## src/rtl/debug_host_pkg.sv

```systemverilog
// Shared constants and FSM encoding for the debug host agent.
package debug_host_pkg;

    localparam logic [31:0] HALT_WORD = 32'h7FFF_FFFE;

    localparam int unsigned PC_WORDS    = 1;
    localparam int unsigned REG_WORDS   = 32;
    localparam int unsigned MEM_WORDS   = 20;
    localparam int unsigned LATCH_WORDS = 20;
    localparam int unsigned DUMP_TOTAL  = PC_WORDS + REG_WORDS + MEM_WORDS + LATCH_WORDS;

    typedef enum logic [3:0] {
        IDLE,
        SEND_MODE,
        WAIT_MODE,
        FETCH,
        SEND_INSTR,
        WAIT_INSTR,
        SEND_HALT,
        WAIT_HALT,
        RECV_DUMP,
        DUMP_DONE,
        SEND_STEP,
        WAIT_STEP
    } state_t;

endpackage

```

## src/rtl/dump_capture_ram.sv

```systemverilog
// 128x32 capture buffer: one write port, one registered read port.
module dump_capture_ram (
    input  logic        clk,
    input  logic        rst,
    input  logic        we,
    input  logic [6:0]  waddr,
    input  logic [31:0] wdata,
    input  logic [6:0]  raddr,
    output logic [31:0] rdata
);

    logic [31:0] mem [128];

    always_ff @(posedge clk) begin
        if (we) begin
            mem[waddr] <= wdata;
        end
    end

    always_ff @(posedge clk or posedge rst) begin
        if (rst) begin
            rdata <= '0;
        end else begin
            rdata <= mem[raddr];
        end
    end

endmodule

```

## src/rtl/debug_host_agent.sv

```systemverilog
// Host-side debug agent: streams a program to the target over UART, then captures dumps.
// Optional dump watchdog enabled by defining DEBUG_HOST_TIMEOUT_EN.
module debug_host_agent
    import debug_host_pkg::*;
#(
    parameter int unsigned DUMP_WORDS     = DUMP_TOTAL,
    parameter logic [31:0] STEP_TOKEN     = 32'h0000_0001,
    parameter int unsigned TIMEOUT_CYCLES = 2_000_000
) (
    input  logic        clk,
    input  logic        rst,
    input  logic        start,
    input  logic        step_mode,
    input  logic        step,
    input  logic [7:0]  prog_len,
    output logic [7:0]  prog_addr,
    input  logic [31:0] prog_data,
    output logic        tx_start,
    output logic [31:0] tx_data,
    input  logic        tx_dataready,
    input  logic        rx_write,
    input  logic [31:0] rx_dout,
    input  logic [6:0]  dump_raddr,
    output logic [31:0] dump_rdata,
    output logic        busy,
    output logic        dump_valid,
    output logic [6:0]  dump_count,
    output logic        error
);

    localparam logic [6:0] LAST_SLOT = 7'(DUMP_WORDS - 1);

    state_t      state, state_nxt;
    logic        mode_q;
    logic [7:0]  len_q;
    logic [31:0] tx_word, tx_hold;
    logic        last_instr, rx_accept, session_start, timeout, range_q;
    logic [31:0] ram_rdata;

    assign last_instr    = ({1'b0, prog_addr} + 9'd1) == {1'b0, len_q};
    assign rx_accept     = (state == RECV_DUMP) && rx_write;
    assign session_start = (state_nxt == SEND_MODE);

    always_ff @(posedge clk or posedge rst) begin
        if (rst) begin
            state <= IDLE;
        end else begin
            state <= state_nxt;
        end
    end

    always_comb begin
        state_nxt = state;
        case (state)
            IDLE:       if (start) state_nxt = SEND_MODE;
            SEND_MODE:  state_nxt = WAIT_MODE;
            WAIT_MODE:  if (tx_dataready) state_nxt = (len_q == 8'd0) ? SEND_HALT : FETCH;
            FETCH:      state_nxt = SEND_INSTR;
            // An embedded halt word is forwarded as the halt itself
            SEND_INSTR: state_nxt = (prog_data == HALT_WORD) ? WAIT_HALT : WAIT_INSTR;
            WAIT_INSTR: if (tx_dataready) state_nxt = last_instr ? SEND_HALT : FETCH;
            SEND_HALT:  state_nxt = WAIT_HALT;
            WAIT_HALT:  if (tx_dataready) state_nxt = mode_q ? SEND_STEP : RECV_DUMP;
            RECV_DUMP: begin
                if (rx_write && dump_count == LAST_SLOT) state_nxt = DUMP_DONE;
                else if (timeout)                        state_nxt = IDLE;
            end
            DUMP_DONE: begin
                if (mode_q && step) state_nxt = SEND_STEP;
                else if (start)     state_nxt = SEND_MODE;
            end
            SEND_STEP:  state_nxt = WAIT_STEP;
            WAIT_STEP:  if (tx_dataready) state_nxt = RECV_DUMP;
            default:    state_nxt = IDLE;
        endcase
    end

    always_comb begin
        tx_start   = 1'b0;
        tx_word    = '0;
        busy       = 1'b1;
        dump_valid = 1'b0;
        case (state)
            SEND_MODE:  begin tx_start = 1'b1; tx_word = {31'b0, mode_q}; end
            SEND_INSTR: begin tx_start = 1'b1; tx_word = prog_data;       end
            SEND_HALT:  begin tx_start = 1'b1; tx_word = HALT_WORD;       end
            SEND_STEP:  begin tx_start = 1'b1; tx_word = STEP_TOKEN;      end
            IDLE:       busy = 1'b0;
            DUMP_DONE:  begin busy = 1'b0; dump_valid = 1'b1;             end
            default:    ;
        endcase
        // The word is captured on its send cycle and held through the wait
        tx_data = tx_start ? tx_word : tx_hold;
    end

    always_ff @(posedge clk or posedge rst) begin
        if (rst) begin
            mode_q     <= 1'b0;
            len_q      <= '0;
            prog_addr  <= '0;
            tx_hold    <= '0;
            dump_count <= '0;
            range_q    <= 1'b0;
        end else begin
            range_q <= 32'(dump_raddr) < DUMP_WORDS;
            if (tx_start) tx_hold <= tx_word;
            if (session_start) begin
                mode_q     <= step_mode;
                len_q      <= prog_len;
                prog_addr  <= '0;
                dump_count <= '0;
            end else if (state == DUMP_DONE && state_nxt == SEND_STEP) begin
                dump_count <= '0;
            end else if (rx_accept) begin
                dump_count <= dump_count + 7'd1;
            end
            if (state == WAIT_INSTR && tx_dataready && !last_instr) begin
                prog_addr <= prog_addr + 8'd1;
            end
        end
    end

`ifdef DEBUG_HOST_TIMEOUT_EN
    localparam int unsigned TIMER_W = $clog2(TIMEOUT_CYCLES + 1);
    localparam logic [TIMER_W-1:0] TIMER_LAST = TIMER_W'(TIMEOUT_CYCLES - 1);

    logic [TIMER_W-1:0] timer;

    assign timeout = (state == RECV_DUMP) && !rx_write && (timer == TIMER_LAST);

    always_ff @(posedge clk or posedge rst) begin
        if (rst) begin
            timer <= '0;
            error <= 1'b0;
        end else begin
            if (state != RECV_DUMP || rx_write) timer <= '0;
            else if (!timeout)                  timer <= timer + 1'b1;
            if (session_start) error <= 1'b0;
            else if (timeout)  error <= 1'b1;
        end
    end
`else
    assign timeout = 1'b0;
    assign error   = 1'b0;
`endif

    dump_capture_ram u_ram (
        .clk   (clk),
        .rst   (rst),
        .we    (rx_accept),
        .waddr (dump_count),
        .wdata (rx_dout),
        .raddr (dump_raddr),
        .rdata (ram_rdata)
    );

    assign dump_rdata = range_q ? ram_rdata : '0;

endmodule

```

## config.mk

```make
export PLATFORM = sky130hd
export DESIGN_NAME = debug_host_agent
export DESIGN_NICKNAME = d
export VERILOG_FILES = /design/src/rtl/debug_host_pkg.sv /design/src/rtl/dump_capture_ram.sv /design/src/rtl/debug_host_agent.sv
export SDC_FILE = /design/constraint.sdc
export NUM_CORES = 2
export LEC_CHECK = 0
export ABC_CLOCK_PERIOD_IN_PS = 3500
export BUFFER_PORTS_ARGS = -buffer_cell sky130_fd_sc_hd__buf_4
export CAP_MARGIN = 20
export CORE_MARGIN = 2
export CORE_UTILIZATION = 55
export DETAILED_ROUTE_END_ITERATION = 6
export GPL_TIMING_DRIVEN = 0
export PLACE_DENSITY_LB_ADDON = 0.08
export SLEW_MARGIN = 20
export SYNTH_ARGS = -nofsm -noshare
export SYNTH_HDL_FRONTEND = slang
export SYNTH_SLANG_ARGS = --single-unit
```

## constraint.sdc

```tcl
create_clock -name clk -period 3.5 [get_ports clk]
set_clock_uncertainty 0.15 [all_clocks]
set_input_delay 0.525 -clock clk [delete_from_list [all_inputs] [get_ports clk]]
set_output_delay 0.525 -clock clk [all_outputs]
set_load 0.01 [all_outputs]
```

; After elaboration in Yosys (flattened, before gate mapping)
; Memory sizes are Yosys's and may differ from the RTL's. A register that Yosys moved wholly into a read port is not among the register bits.
; Index checks and enable logic that the tools add are counted.
[word_totals]
reg_bits = 61
ramBits = 4096
in_bits = 86
memories = 1
[mem_list]
columns = name, words, width, read_ports, rd_clocked_by_memory_dff, write_ports, line_no
row1 = u_ram.mem, 128, 32, 1, 1, 1, dump_capture_ram.sv:12  ; logic [31:0] mem [128];
[classes]
n_addsub = 3
magnitude_cmp = 1
eq_ne = 16
muxes = 25
n_reduce_logical = 13
[ops]
columns = op, count
row1 = one-hot mux 32 bit (4 select lines), 1
row2 = two-way mux 32 bit, 2
row3 = one-hot mux 4 bit (12 select lines), 1
row4 = == test 32 x 31 -> 1 bit (second input constant), 1
row5 = two-way mux 4 bit, 7
row6 = two-way mux 7 bit, 3
row7 = == test 4 bit (second input constant), 5
row8 = == test 4 x 3 -> 1 bit (second input constant), 4
row9 = two-way mux 8 bit, 2
row10 = adder 8 x 1 -> 9 bit (second input constant), 1
row11 = == test 9 x 8 -> 1 bit, 1
row12 = adder 8 x 1 -> 8 bit (second input constant), 1
row13 = == test 4 x 1 -> 1 bit (second input constant), 2
row14 = == test 4 x 2 -> 1 bit (second input constant), 2
row15 = logical NOT 8 bit, 1
row16 = adder 7 x 1 -> 7 bit (second input constant), 1
row17 = == test 7 bit (second input constant), 1
row18 = less-than comparator 7 bit (second input constant), 1
row19 = logical AND 1 bit, 6
row20 = two-way mux 3 bit, 2
row21 = two-way mux 1 bit, 5
row22 = logical NOT 4 bit, 1
row23 = two-way mux 2 bit, 2
row24 = OR reduction 4 bit, 1
row25 = 4 further kinds, 4

; Depth between registers and ports, before layout
[depth]
depth_word = 9
mapped_depth = 11

; Cells and area by module
; A second synthesis with hierarchy kept.
[hier_totals]
cells_unflattened = 6363
hier_area_um2 = 159834.5
[by_module_without_submodules]
columns = mod, instances, cells_each, area_per_inst_um2, seq_area_each_um2
row1 = dump_capture_ram, 1, 5991, 156415.0, 123798.7
row2 = debug_host_agent, 1, 372, 3419.5, 1526.5

; Least setup slack after synthesis
; Ideal clock, no wire load.
[synth_timing]
kind = register to register
from = register state[1]
to = memory u_ram.mem[127][0] (enable)
arrival_time_ps = 3092
required_time_ps = 2929
slack_ps = -163
path_stages_with_launch = 8
path_buffers = 3
synth_period_minus_slack_ps = 3663
path_cell_list = dfrtp_1 -> clkbuf_1 -> nor4b_2 -> and3_1 -> clkbuf_1 -> nand3_1 -> clkbuf_1 -> nor2_1
[synth_between]
elab_chain_cells = 4
[synth_lines]
columns = element, line_no
row1 = "start, declared", debug_host_agent.sv:33  ; state_t state, state_nxt;
row2 = "start signal, assigned", debug_host_agent.sv:48  ; state <= state_nxt;
row3 = == test 4 bit, debug_host_agent.sv:41  ; assign rx_accept = (state == RECV_DUMP) && rx_write;
row4 = logical AND 1 bit, debug_host_agent.sv:41
row5 = two-way mux 1 bit, dump_capture_ram.sv:15  ; if (we) begin
row6 = two-way mux 1 bit (not written as such), dump_capture_ram.sv:16  ; mem[waddr] <= wdata;
row7 = "end, declared", dump_capture_ram.sv:12
; No other way between the ends.

==> reports/summary.txt <==
status -> finished, violations left
violated checks -> antenna rules, hold timing, setup timing
hpwl dp -> 298000 um
initial drt markers -> 12.5k
crit path kind -> primary input to register
core region area -> 0.290 mm^2
Clock H-tree levels -> 5
row count -> 198
critical path's slowest cell -> buf_1
clk_lat worst skew -> 1.00 ns
vias in the first global route -> 77.1k
max-slew violation count -> 0
GPL Wtd Cong -> 0.925
Hold/Removal Path Class -> primary input to register
Synthesis Warnings -> 0
internal power -> 84.4 mW
clock sink count -> 4189
Placed Area -> 0.173 mm^2
global-route wire length before repair -> 617000 um
IO buf count -> 160
switch share -> 0.224
Synth Flop Type -> edfxtp_1
FMAX -> 0.275 GHz
max cap viols -> 0
Starting Density -> 0.551
cell count after synthesis -> 6642
Chip Width -> 543 um
Area contributors post-synth -> edfxtp_1 (77%), mux4_2 (18%), dfrtp_1 (1.5%), clkbuf_1 (0.44%), nor2_1 (0.41%)
layout cells sized above 1 -> 0.361
DR vias -> 79.0k
largest net degree at the start of global routing -> 129
number of antenna violations at the first check in global routing -> 45
FFs w/ async S/R, synth -> 0.0222
CP max stage delay -> 0.88 ns
Layout Nets -> 7766
Power Dens Cells -> 573 mW/mm^2
drt first pass iters -> 6
Filler cells -> 18.6k
Final setup violation count -> 9
Tcrit/Tclk final -> 1.04
Worst slew margin -> 0.171
final wirelength -> 449000 um
GR Util All Layers -> 0.305
cell area after layout -> 0.190 mm^2
DP Cell Count -> 10.9k
Clk pin slew, worst setup/hold paths -> 0.06 ns
Critical Path AT -> 4.36 ns
Clock Tree Buf Depth -> 4
Worst Max-Slew Pin Slew -> 1.24 ns
routed vias/inst -> 6.61
WP data required -> 4.23 ns
Die ar. -> 0.295 mm^2
total I/O pin count -> 169
RSZ-0062 raised after global routing -> yes
cell mode on critical path -> clkbuf_1
Overflow after GRT -> 0
syn_nets -> 6731
crit path launch type -> primary input
Logic pwr share -> 0.077
P&R area growth vs syn -> 18.6%
synthesized flop and latch total -> 4189
Synth Cell Area -> 0.160 mm^2
CTS Buf Count -> 424
sequential-to-total area share from yosys stat -> 0.783
CTS tree -> yes
Post-Syn Area per Cell -> 24.1 um^2
Clk pwr share -> 0.412
CP max FO -> 10
biggest area consumer among synthesized cells -> edfxtp_1
Yosys cell types -> 58
Post-synth EDFFs -> 4096
Lkg Pwr -> 60.1 nW
share of the synthesized area in the top cell type -> 0.768
crit-path cells -> clkbuf_1, buf_1, nand3b_1, clkbuf_1, nor2b_1, a21oi_1, nand3_1
Critical Path Sink Type -> register
wire length per cell -> 37.6 um
worst vdd ir -> 0.000564 V
Hold Violations, Final -> 1
NetSw -> 24.4 mW
CTS root buf -> clkbuf_16
die height -> 543 um
ANT nets after route -> 1
sequential power share -> 0.511
crit path time final -> 3.64 ns
Final WS setup -> -0.138 ns
Fin Hold WS -> -0.00147 ns
DRC violations left -> 0
Final Instance Count excl. Fillers -> 11.9k
-- layout by cell type (no fill, tap or decap), types with 60 or more instances in the layout --
master and instances:
clkbuf_16 431, clkbuf_2 60, clkinv_2 76, edfxtp_1 4096, mux4_2 1266, clkbuf_1 183
nand2_1 76, dfrtp_1 92, dlygate4sd3_1 66, buf_16 119, nor2_4 129, buf_2 67
buf_12 144, clkinv_1 98, buf_4 304
-- sequential cells by signal, indices dropped and copies added (netlist names) --
register	count
dump_count	7
len_q	8
mode_q	1
prog_addr	8
range_q	1
state	4
tx_hold	32
u_ram.mem	4096
u_ram.rdata	32
-- final timing paths --
| path | start | end | slack, ns | cells after the start |
|---|---|---|---|---|
| max | dump_raddr[5] | u_ram.rdata[26] | -0.14 | 7 |
| min | rx_dout[8] | u_ram.mem[12][8] | -0.001 | 1 |
| max reg2reg | dump_count[3] | u_ram.mem[32][14] | 0.05 | 6 |
| min reg2reg | tx_hold[28] | tx_hold[28] | 0.32 | 2 |
| max in group asynchronous | rst | prog_addr[0] | 1.97 | 5 |
| min in group asynchronous | rst | u_ram.rdata[28] | 0.61 | 4 |
-- final cells by class --
cell class              instances  area [um^2]  area share
diodes                         18         45.0    0.000237
plain buffers                 357         2030      0.0107
clock buffers                 517        11100      0.0587
clock inverters               255         2550      0.0134
inverters                      61          238     0.00125
multi-input cells            2031        34500       0.182
flip-flops and latches       4189       125000       0.660
well taps                    3900         4880      0.0257
repair buffers                613         9150      0.0482
-- critical path, delay by kind of cell --
family | cells | cell delay, ns
and+or+nand+nor | 3 | 1.48
buffers and inverters | 3 | 2.05
AOI/OAI and AO/OA | 1 | 0.28
-- layer usage --
| layer | track usage | part of all wire |
|---|---|---|
| met1 | 0.454 | 0.39 |
| met2 | 0.464 | 0.46 |
| met3 | 0.0649 | 0.11 |
| met4 | 0.0893 | 0.033 |
| met5 | 0 | 0.00027 |
-- through the flow --
step	util	hold WS [ns]	TNS (ns)	setup WS, ns	power [mW]
global placement	0.572	0.333	-	-3.55	64.1
finish	0.654	-0.00147	-0.505	-0.138	109
CTS	0.651	0.00691	-6.64	-0.343	109
floorplan	-	0.343	-188.37	-0.163	60.4
detailed placement	0.595	0.339	-2196.85	-2.22	64.4
global route	0.654	0.0289	-0.0874	-0.0399	111
-- cells by family after synthesis --
family	synth area share
buffers and inverters	0.0111
AND/OR/NAND/NOR	0.0137
adder cells (fa/ha/maj)	0.000235
flip-flops	0.783
multiplexers	0.182
other	0.0000234
XOR/XNOR	0.000766
AO/OA/AOI/OAI	0.00876
-- power by group through the flow --
stage / combinational [mW] / sequential (mW) / clock, mW
floorplan: 3.83 / 56.6 / 0
finish: 8.34 / 55.6 / 44.9
CTS: 7.94 / 55.6 / 45.3
detailed placement: 7.75 / 56.7 / 0
global route: 8.71 / 55.6 / 47.2
global placement: 7.40 / 56.7 / 0
-- synth_stat cells (6+ instances only) --
cell / number
edfxtp_1: 4096
mux4_2: 1266
clkbuf_1: 189
nor2_1: 174
buf_2: 106
dfrtp_1: 93
nand2_1: 88
a21oi_1: 61
inv_1: 61
nor2b_1: 60
buf_1: 53
mux2i_1: 53
o21ai_0: 49
nand3_1: 41
and2_1: 33
o22ai_1: 27
o211ai_1: 26
a311oi_1: 25
nor3_1: 14
buf_4: 10
mux2_2: 10
xnor2_1: 9
nand4_1: 8
nand2b_1: 7
a211o_1: 6
o31ai_1: 6
or3_1: 6
-- what timing repair did --
action / in CTS / in global routing
setup endpoints to repair: 3952 / 596
cloned: 0 / 1
buffers inserted: 110 / 40
pin swaps: 54 / 12
gates resized for setup: 231 / 127
hold endpoints to repair: 845 / 251
hold buffers: 61 / 5
Power figures use the tool's default switching activity.
